[config.mk]
export PLATFORM = sky130hd
export DESIGN_NAME = gollmann_cascade_param
export DESIGN_NICKNAME = d
export VERILOG_FILES = /design/src/rtl/gollmann_cascade_param.sv
export SDC_FILE = /design/constraint.sdc
export NUM_CORES = 1
export LEC_CHECK = 0
export ABC_AREA = 1
export CORE_UTILIZATION = 34
export DETAILED_ROUTE_END_ITERATION = 12
export SLEW_MARGIN = 20
export SYNTH_ARGS = -nofsm -noshare
export SYNTH_HDL_FRONTEND = slang
export SYNTH_SLANG_ARGS = --single-unit
[constraint.sdc]
create_clock -name clk -period 4.17 [get_ports clk]
set_input_delay 0.834 -clock clk [delete_from_list [all_inputs] [get_ports clk]]
set_output_delay 0.834 -clock clk [all_outputs]
set_load 0.01 [all_outputs]
[src/rtl/gollmann_cascade_param.sv]
// -----------------------------------------------------------------------------
// gollmann_cascade_param
//
// Gollmann cascade pseudo-random bit generator with an output word packer.
// STAGES identical Fibonacci LFSRs are chained. Stage 0 steps on every
// advance. Each later stage steps only when the chain bit from the stage below
// is 1. The cascade output bit is shifted into a packer. Every OUT_W bits, the
// packer presents one word through a valid/ready handshake.
//
// Parameters
//   WIDTH     LFSR length per stage (2..64)
//   STAGES    number of cascaded stages (1..16)
//   TAP_MASK  feedback tap mask shared by all stages
//   SEED      base reset seed; stage k resets to SEED ^ k, or 1 if that is 0
//   OUT_W     packed output word width (1..64)
//
// Ports
//   clk        rising-edge clock
//   rst        asynchronous active-high reset
//   en         request to advance the generator by one bit
//   restart    synchronous reload of the reset seeds and clear of the packer
//   seed_we    seed write strobe
//   seed_sel   target stage of a seed write
//   seed_data  seed value to write (0 is replaced by 1)
//   gc_bit     current cascade output bit
//   stage_msb  MSB of each stage; bit k belongs to stage k
//   out_data   packed word; the first generated bit is in the MSB
//   out_valid  out_data holds a word that has not been consumed
//   out_ready  consumer accepts out_data while out_valid is 1
// -----------------------------------------------------------------------------
module gollmann_cascade_param #(
   parameter int                WIDTH    = 32,
   parameter int                STAGES   = 3,
   parameter logic [WIDTH-1:0]  TAP_MASK = WIDTH'(32'h80200003),
   parameter logic [WIDTH-1:0]  SEED     = WIDTH'(1),
   parameter int                OUT_W    = 8,
   localparam int               SEL_W    = (STAGES > 1) ? $clog2(STAGES) : 1
) (
   input  logic              clk,
   input  logic              rst,
   input  logic              en,
   input  logic              restart,
   input  logic              seed_we,
   input  logic [SEL_W-1:0]  seed_sel,
   input  logic [WIDTH-1:0]  seed_data,
   output logic              gc_bit,
   output logic [STAGES-1:0] stage_msb,
   output logic [OUT_W-1:0]  out_data,
   output logic              out_valid,
   input  logic              out_ready
);

   localparam int CNT_W = (OUT_W > 1) ? $clog2(OUT_W) : 1;

   // Reset seed of stage k. An all-zero state would lock up the LFSR,
   // so a zero result is replaced by 1.
   function automatic logic [WIDTH-1:0] seed_for(input int k);
      logic [WIDTH-1:0] v;
      v = SEED ^ WIDTH'(k);
      if (v == '0)
         v = WIDTH'(1);
      return v;
   endfunction

   logic [STAGES-1:0] chain_x;    // x_k, computed from the state before the step
   logic [STAGES-1:0] step_en;    // stage k may step on this advance
   logic              advance;
   logic              stall;
   logic              last_bit;
   logic              complete;
   logic [OUT_W-1:0]  shifted;

   logic [OUT_W-1:0]  pack_reg;
   logic [CNT_W-1:0]  bit_cnt_reg;
   logic [OUT_W-1:0]  out_data_reg;
   logic              out_valid_reg;

   // Chain bits: x_0 = ~m_0 and x_k = x_(k-1) ^ m_k.
   // Stage k steps only when x_(k-1) is 1. Stage 0 always steps.
   always_comb begin
      chain_x    = '0;
      step_en    = '0;
      chain_x[0] = ~stage_msb[0];
      step_en[0] = 1'b1;
      for (int k = 1; k < STAGES; k++) begin
         chain_x[k] = chain_x[k-1] ^ stage_msb[k];
         step_en[k] = chain_x[k-1];
      end
   end

   assign gc_bit = chain_x[STAGES-1];

   // A completed word cannot be handed over while the previous word is still
   // waiting. Only the final bit of a word has to wait.
   assign last_bit = (bit_cnt_reg == CNT_W'(OUT_W - 1));
   assign stall    = last_bit & out_valid_reg & ~out_ready;
   assign advance  = en & ~restart & ~seed_we & ~stall;
   assign complete = advance & last_bit;

   generate
      if (OUT_W == 1) begin : g_shift_1
         assign shifted = gc_bit;
      end else begin : g_shift_n
         assign shifted = {pack_reg[OUT_W-2:0], gc_bit};
      end
   endgenerate

   // One register per stage. All stages share the clock; stepping is
   // qualified by an enable.
   genvar gi;
   generate
      for (gi = 0; gi < STAGES; gi++) begin : g_stage
         localparam logic [WIDTH-1:0] RST_SEED = seed_for(gi);
         logic [WIDTH-1:0] state_reg;
         logic             seed_hit;

         // Any seed_sel at or above STAGES matches no stage and is ignored.
         assign seed_hit     = seed_we & (seed_sel == SEL_W'(gi));
         assign stage_msb[gi] = state_reg[WIDTH-1];

         always_ff @(posedge clk or posedge rst) begin
            if (rst) begin
               state_reg <= RST_SEED;
            end else if (restart) begin
               state_reg <= RST_SEED;
            end else if (seed_we) begin
               if (seed_hit)
                  state_reg <= (seed_data == '0) ? WIDTH'(1) : seed_data;
            end else if (advance && step_en[gi]) begin
               state_reg <= {state_reg[WIDTH-2:0], ^(state_reg & TAP_MASK)};
            end
         end
      end
   endgenerate

   // Packer and output handshake. A word that completes while the consumer
   // takes the previous word replaces it in the same cycle, so no bubble occurs.
   always_ff @(posedge clk or posedge rst) begin
      if (rst) begin
         pack_reg      <= '0;
         bit_cnt_reg   <= '0;
         out_data_reg  <= '0;
         out_valid_reg <= 1'b0;
      end else if (restart) begin
         pack_reg      <= '0;
         bit_cnt_reg   <= '0;
         out_data_reg  <= '0;
         out_valid_reg <= 1'b0;
      end else begin
         if (advance) begin
            pack_reg    <= shifted;
            bit_cnt_reg <= last_bit ? '0 : bit_cnt_reg + CNT_W'(1);
         end
         if (complete) begin
            out_data_reg  <= shifted;
            out_valid_reg <= 1'b1;
         end else if (out_valid_reg && out_ready) begin
            out_valid_reg <= 1'b0;
         end
      end
   end

   assign out_data  = out_data_reg;
   assign out_valid = out_valid_reg;

endmodule

==> results.yml, run 1 <==
timing:
  final-setup-viol-count: 0
  rsz0062_at_grt: "false"
  fin_setup_tns_ns: 0
  slew_headroom_pct: 41.81
  fmax_mhz: 349.5
  post-route-min-period_ns: 2.861
  setup_slack_ns: 1.309
  drv_slew: 0
  period_share_pct: 68.61
  tightest_slew_ns: 0.8716
  finClkSkew_ns: 0.006305
  finalHoldViolCount: 0
logic_synthesis:
  ys_ff_latch: 115
  synth-warning-count: 0
  syn_area_per_cell_um2: 8.435
  syn-cell-area_um2: 5643
  synthFlopType: "dfrtp_1"
  synth_edf_count: 0
  netlist_instances: 669
  async_flop_share_pct: 100.0
  seq_area_frac_synth_pct: 51.09
  synth.net_count: 711
  ys_types: 29
layout:
  syn_to_final_growth_pct: 21.95
  final_cell_mix: "nand2_1 (156), dfrtp_1 (111), inv_1 (80)"
  nets: 750
  largest_reg_flops: 96
  layout_commonest_cell: "nand2_1"
  n_antenna_cell: 0
  drive_gt1_share_pct: 14.84
die:
  die_h_um: 130.8
  start_util_pct: 35.14
  die_w_um: 130.8
  dieArea_um2: 17120
  core_um2: 16060
  io_pins: 53
  floorplan.rows: 46
pwr:
  ir_worst_vdd_v: 0.0002856
  switching_share_pct: 26.40
  p_int_mw: 2.376
  seqPwrFrac_pct: 40.0
  power_switching_mw: 0.8521
  comb_power_share_pct: 14.2
  p_per_area_nw_per_um2: 469.0
  power_leakage_nw: 3.250
  clkPwrFrac_pct: 45.9
hold_path:
  min_to: "g_stage[0].state_reg[28]"
  holdPathStages: 2
  hold_class: "flop to flop"
  hold_start: "g_stage[0].state_reg[28]"
clock_network:
  post_cts_buffers: 0
  post_cts_resized: 0
  clk_latency_ns: 0.41
  h-tree-depth: 4
  tritoncts: "yes"
  cts.sinks: 115
  cts_root_buf: "clkbuf_16"
  cts_hold_buf: 0
  cts.path.max_buffers: 2
  clk_pin_slew_ns: 0.05
  cts_made_buffers: 17
worst_setup_path:
  worstRegToRegCells: 11
  critical_path_class: "flop to output port"
  end_kind: "output port"
  crit_path_max_fanout: 5
  r2r-start: "bit_cnt_reg[0]"
  r2r-end: "g_stage[0].state_reg[23]"
  reg2reg_slack_ns: 1.91
  critical_path_required_ns: 3.34
  worst_setup_path_start_kind: "flop"
  cp_data_arrival_time_ns: 2.03
outcome:
  status: "finished, final reports clean"
global_routing:
  grt_use_met1_pct: 23.01
  grt_use_met2_pct: 26.46
  met3_usage_pct: 4.194
  grt_start_max_net_pins: 92
  grt_pass1_vias: 4543
  grt_first_pass_wirelength_mm: 22.51
  busiest_layer: "met2"
  overflow: 0
  antenna_found_initial: 0
  gr-usage-all-layers_pct: 17.07
route:
  route.detailed.drc: 0
  postRouteAntennaNets: 0
  firstDrtPassIters: 5
  wire_per_inst_um: 13.90
  dr.first_iter.drc_count: 288
  wl_mm: 13.02
  num_vias: 4555
  vias_per_cell: 4.861
flow_run:
  drv_cap: 0
placement:
  dp_worst_setup_slack_ns: 1.035
  gp_congestion: 0.7527
  hpwl_mm: 8.397
  io_buffers: 52
[final cells by class]
cell class	count	area (um^2)
Sequential cell	115	2883
Clock buffer	19	452.9
Timing Repair Buffer	59	585.6
Multi-Input combinational cell	429	2206
Fill cell	1525	9176
Clock inverter	13	158.9
Inverter	86	325.3
Tap cell	216	270.3
[routing by layer]
metal / wire length [um] / share of wire (%)
met5: 0 / 0
met4: 211 / 1.6
met3: 550 / 4.2
met2: 5931 / 46
met1: 6326 / 49
[power by group through the flow]
stage          clock [mW]  combinational (mW)  sequential, mW
2_1_floorplan           0               0.340            1.29
3_3_place_gp            0               0.446            1.31
3_5_place_dp            0               0.458            1.31
4_1_cts              1.51               0.461            1.29
5_1_grt              1.56               0.522            1.30
6_report             1.48               0.457            1.29
[cell usage after synthesis, types with 4 or more instances]
| library cell | count | area (um^2) |
|---|---|---|
| o21ai_2 | 24 | 210.2 |
| a21oi_1 | 4 | 20.02 |
| o21ai_1 | 7 | 35.03 |
| buf_2 | 11 | 55.05 |
| inv_1 | 82 | 307.8 |
| nand3_1 | 76 | 380.4 |
| xor2_1 | 4 | 35.03 |
| o31ai_1 | 7 | 52.55 |
| clkbuf_1 | 11 | 41.29 |
| o211ai_1 | 31 | 232.7 |
| nand2_1 | 156 | 585.6 |
| dfrtp_1 | 111 | 2778 |
| xnor2_1 | 4 | 35.03 |
| o22ai_1 | 7 | 43.79 |
| nor2_1 | 33 | 123.9 |
| buf_6 | 4 | 45.04 |
| dfstp_2 | 4 | 105.1 |
| or2_2 | 29 | 181.4 |
| inv_2 | 4 | 15.01 |
| buf_4 | 11 | 82.58 |
| o21ai_0 | 37 | 185.2 |
[metrics by stage]
step                      utilization (%)  cell area (um^2)  hold WS, ns  cells  total power, mW
after floorplan                         -              5643       0.4496    669            1.633
after global placement              39.04              6270       0.4622    905            1.752
after detailed placement            39.04              6270       0.4658    905            1.766
after CTS                           42.85              6882       0.4811    937            3.258
after global routing                42.85              6882       0.4969    937            3.383
final                               42.85              6882       0.4783    937            3.228
[cell families (layout without fill, tap and decap cells)]
logic type,after synthesis,count (layout),share of synthesized area [%]
flip-flops,115,115,51.09
AO/OA/AOI/OAI,118,118,13.95
adder cells (fa/ha/maj),2,2,0.4434
AND/OR/NAND/NOR,301,301,23.46
XOR/XNOR,8,8,1.242
buffers and inverters,125,177,9.823
[worst max-delay path by stage]
stage | from | endpoint | slack [ns] | cells past startpoint
detailed placement | restart | g_stage[1].state_reg[4] | 1.04 | 7
finish | g_stage[0].state_reg[31] | gc_bit | 1.31 | 6
global placement | restart | g_stage[2].state_reg[1] | 1.14 | 9
CTS | g_stage[0].state_reg[31] | gc_bit | 1.29 | 6
global route | g_stage[0].state_reg[31] | gc_bit | 1.19 | 6
floorplan | rst | bit_cnt_reg[0] | 0.30 | 1
[worst max-delay path: stages, from the launching register on]
cell and delay [ns]:
dfrtp_1 0.48, inv_1 0.09, nand2_1 0.08, and2_1 0.14, xor2_1 0.27, inv_1 0.07
clkdlybuf4s50_1 0.48
Note: power is estimated with default switching activity, not from simulation.
==> run 2, diff against run 1 <==
==> constraint.sdc (replaced) <==
create_clock -name clk -period 2.9 [get_ports clk]
set_input_delay 0.58 -clock clk [delete_from_list [all_inputs] [get_ports clk]]
set_output_delay 0.58 -clock clk [all_outputs]
set_load 0.01 [all_outputs]
==> run 2 against run 1 <==
Against the previous run: via count is 0.31% higher; die area stayed put; critical path depth stayed put; final area is 1.9% higher; hold slack better by 0.0031 ns; first-iteration DRC count is 16% higher; sequential power is 44% higher; count of clock-buffer cells in the layout is 2 lower; setup slack worse by 1.0 ns; total power is 54% higher; sequential share of layout area is 0.78 points lower; critical endpoint unchanged; largest power group unchanged.
==> results.yml, run 2 (synthesis gave the netlist of run 1 again) <==
outcome:
  status: "finished, final reports clean"
global_routing:
  grt_first_pass_wirelength_mm: 23.32
  grt_start_max_net_pins: 92
  antenna_found_initial: 0
  gr-usage-all-layers_pct: 17.71
  grt_pass1_vias: 4690
  overflow: 0
layout:
  instances_no_fill: 941
  post-route-cell-area_um2: 7013
  layout_commonest_cell: "nand2_1"
  n_antenna_cell: 0
  fill_cells: 1553
  largest_reg_flops: 96
  syn_to_final_growth_pct: 24.28
  final_cell_mix: "nand2_1 (156), dfrtp_1 (111), inv_1 (80)"
  nets: 754
  drive_gt1_share_pct: 15.31
worst_setup_path:
  crit_chain: "inv_1 -> nand2_1 -> and2_1 -> xor2_1 -> inv_1 -> clkdlybuf4s50_1"
  path_buf_inv: 3
  startpoint: "g_stage[0].state_reg[31]"
  endpoint: "gc_bit"
  r2r-start: "bit_cnt_reg[0]"
  worstRegToRegCells: 10
  critical_path_required_ns: 2.32
  reg2reg_slack_ns: 0.64
  critPathMaxStageDelay_ns: 0.48
  end_kind: "output port"
  cpMaxStageDelayCell: "clkdlybuf4s50_1"
  crit_top_cell: "inv_1"
  cp_data_arrival_time_ns: 2.01
  worst_setup_path_start_kind: "flop"
  r2r-end: "g_stage[0].state_reg[27]"
  critical_path_class: "flop to output port"
  worst-path-stages: 6
  critPathTopFamily: "buffers and inverters"
  crit_path_max_fanout: 5
placement:
  hpwl_mm: 8.499
  postPlaceCellArea_um2: 6326
  io_buffers: 52
  placed_cells: 909
  gp_congestion: 0.8138
pwr:
  p_per_area_nw_per_um2: 707.3
  comb_power_share_pct: 13.6
  seqPwrFrac_pct: 37.4
  clkPwrFrac_pct: 49.0
  switching_share_pct: 24.89
  power_leakage_nw: 3.319
  power_switching_mw: 1.235
  p_int_mw: 3.726
  ir_worst_vdd_v: 0.0003625
timing:
  tightest_slew_ns: 0.8613
  rsz0062_at_grt: "false"
  final-setup-viol-count: 0
  fin_hold_ws_ns: 0.4815
  fmax_mhz: 386.4
  post-route-min-period_ns: 2.588
  fin_setup_tns_ns: 0
  period_share_pct: 89.25
  slew_headroom_pct: 42.49
  finClkSkew_ns: 0.004910
  drv_slew: 0
  finalHoldViolCount: 0
clock_network:
  cts_root_buf: "clkbuf_16"
  h-tree-depth: 4
  cts.sinks: 115
  clk_pin_slew_ns: 0.05
  post_cts_resized: 0
  cts_hold_buf: 0
  clk_latency_ns: 0.42
  cts.path.max_buffers: 2
  cts_made_buffers: 17
  tritoncts: "yes"
  post_cts_buffers: 0
route:
  vias_per_cell: 4.855
  wl_met1_mm: 6.553
  wl_mm: 13.34
  dr_wl_met3_um: 496
  wire_per_inst_um: 14.18
  top_layer: "met4"
  met2_length_mm: 6.052
  postRouteAntennaNets: 0
  route.detailed.drc: 0
  firstDrtPassIters: 7
  dr.first_iter.drc_count: 333
  num_vias: 4569
die:
  die_w_um: 130.8
  die_h_um: 130.8
  start_util_pct: 35.14
  io_pins: 53
  floorplan.rows: 46
  dieArea_um2: 17120
  core_um2: 16060
flow_run:
  drv_cap: 0
hold_path:
  hold_start: "g_stage[0].state_reg[24]"
  hold_class: "flop to flop"
  holdPathStages: 2
run 2: worst min-delay path by stage:
stage | to
CTS | g_stage[0].state_reg[19]
floorplan | g_stage[0].state_reg[7]
finish | g_stage[0].state_reg[24]
global route | g_stage[0].state_reg[24]
global placement | g_stage[0].state_reg[10]
detailed placement | g_stage[0].state_reg[19]
run 2: layout make-up:
| type | instances | area [um^2] | area share (%) |
|---|---|---|---|
| multi-input cells | 429 | 2206 | 31.45 |
| inverters | 86 | 326.6 | 4.657 |
| flip-flops and latches | 115 | 2883 | 41.11 |
| clock inverters | 15 | 261.5 | 3.729 |
| well taps | 216 | 270.3 | 3.854 |
| clock buffers | 17 | 425.4 | 6.066 |
| repair buffers | 63 | 640.6 | 9.135 |
run 2: power groups by stage:
stage          registers, mW  logic (mW)  clock network, mW
2_1_floorplan           1.86       0.489                  0
3_3_place_gp            1.88       0.658                  0
3_5_place_dp            1.88       0.673                  0
4_1_cts                 1.86       0.680               2.47
5_1_grt                 1.88       0.768               2.54
6_report                1.86       0.673               2.43
run 2: worst min-delay path: stages (launching register included):
cell     delay [ns]
dfrtp_1        0.34
nand2_1        0.05
nand2_1        0.06
run 2: per-layer routing:
| layer | track usage (%) | vias up |
|---|---|---|
| met5 | 0 | - |
| met4 | 7.505 | 0 |
| met3 | 3.298 | 18 |
| met2 | 27.51 | 82 |
| met1 | 24.22 | 2218 |
| li1 | - | 2251 |
run 2: per-stage QoR:
stage	setup WS (ns)	total power, mW	util [%]
6_report	0.3118	4.960	43.67
2_1_floorplan	0.9239	2.349	-
3_5_place_dp	0.3638	2.555	39.40
4_1_cts	0.2656	5.008	43.67
3_3_place_gp	0.4171	2.536	39.40
5_1_grt	0.1506	5.189	43.67
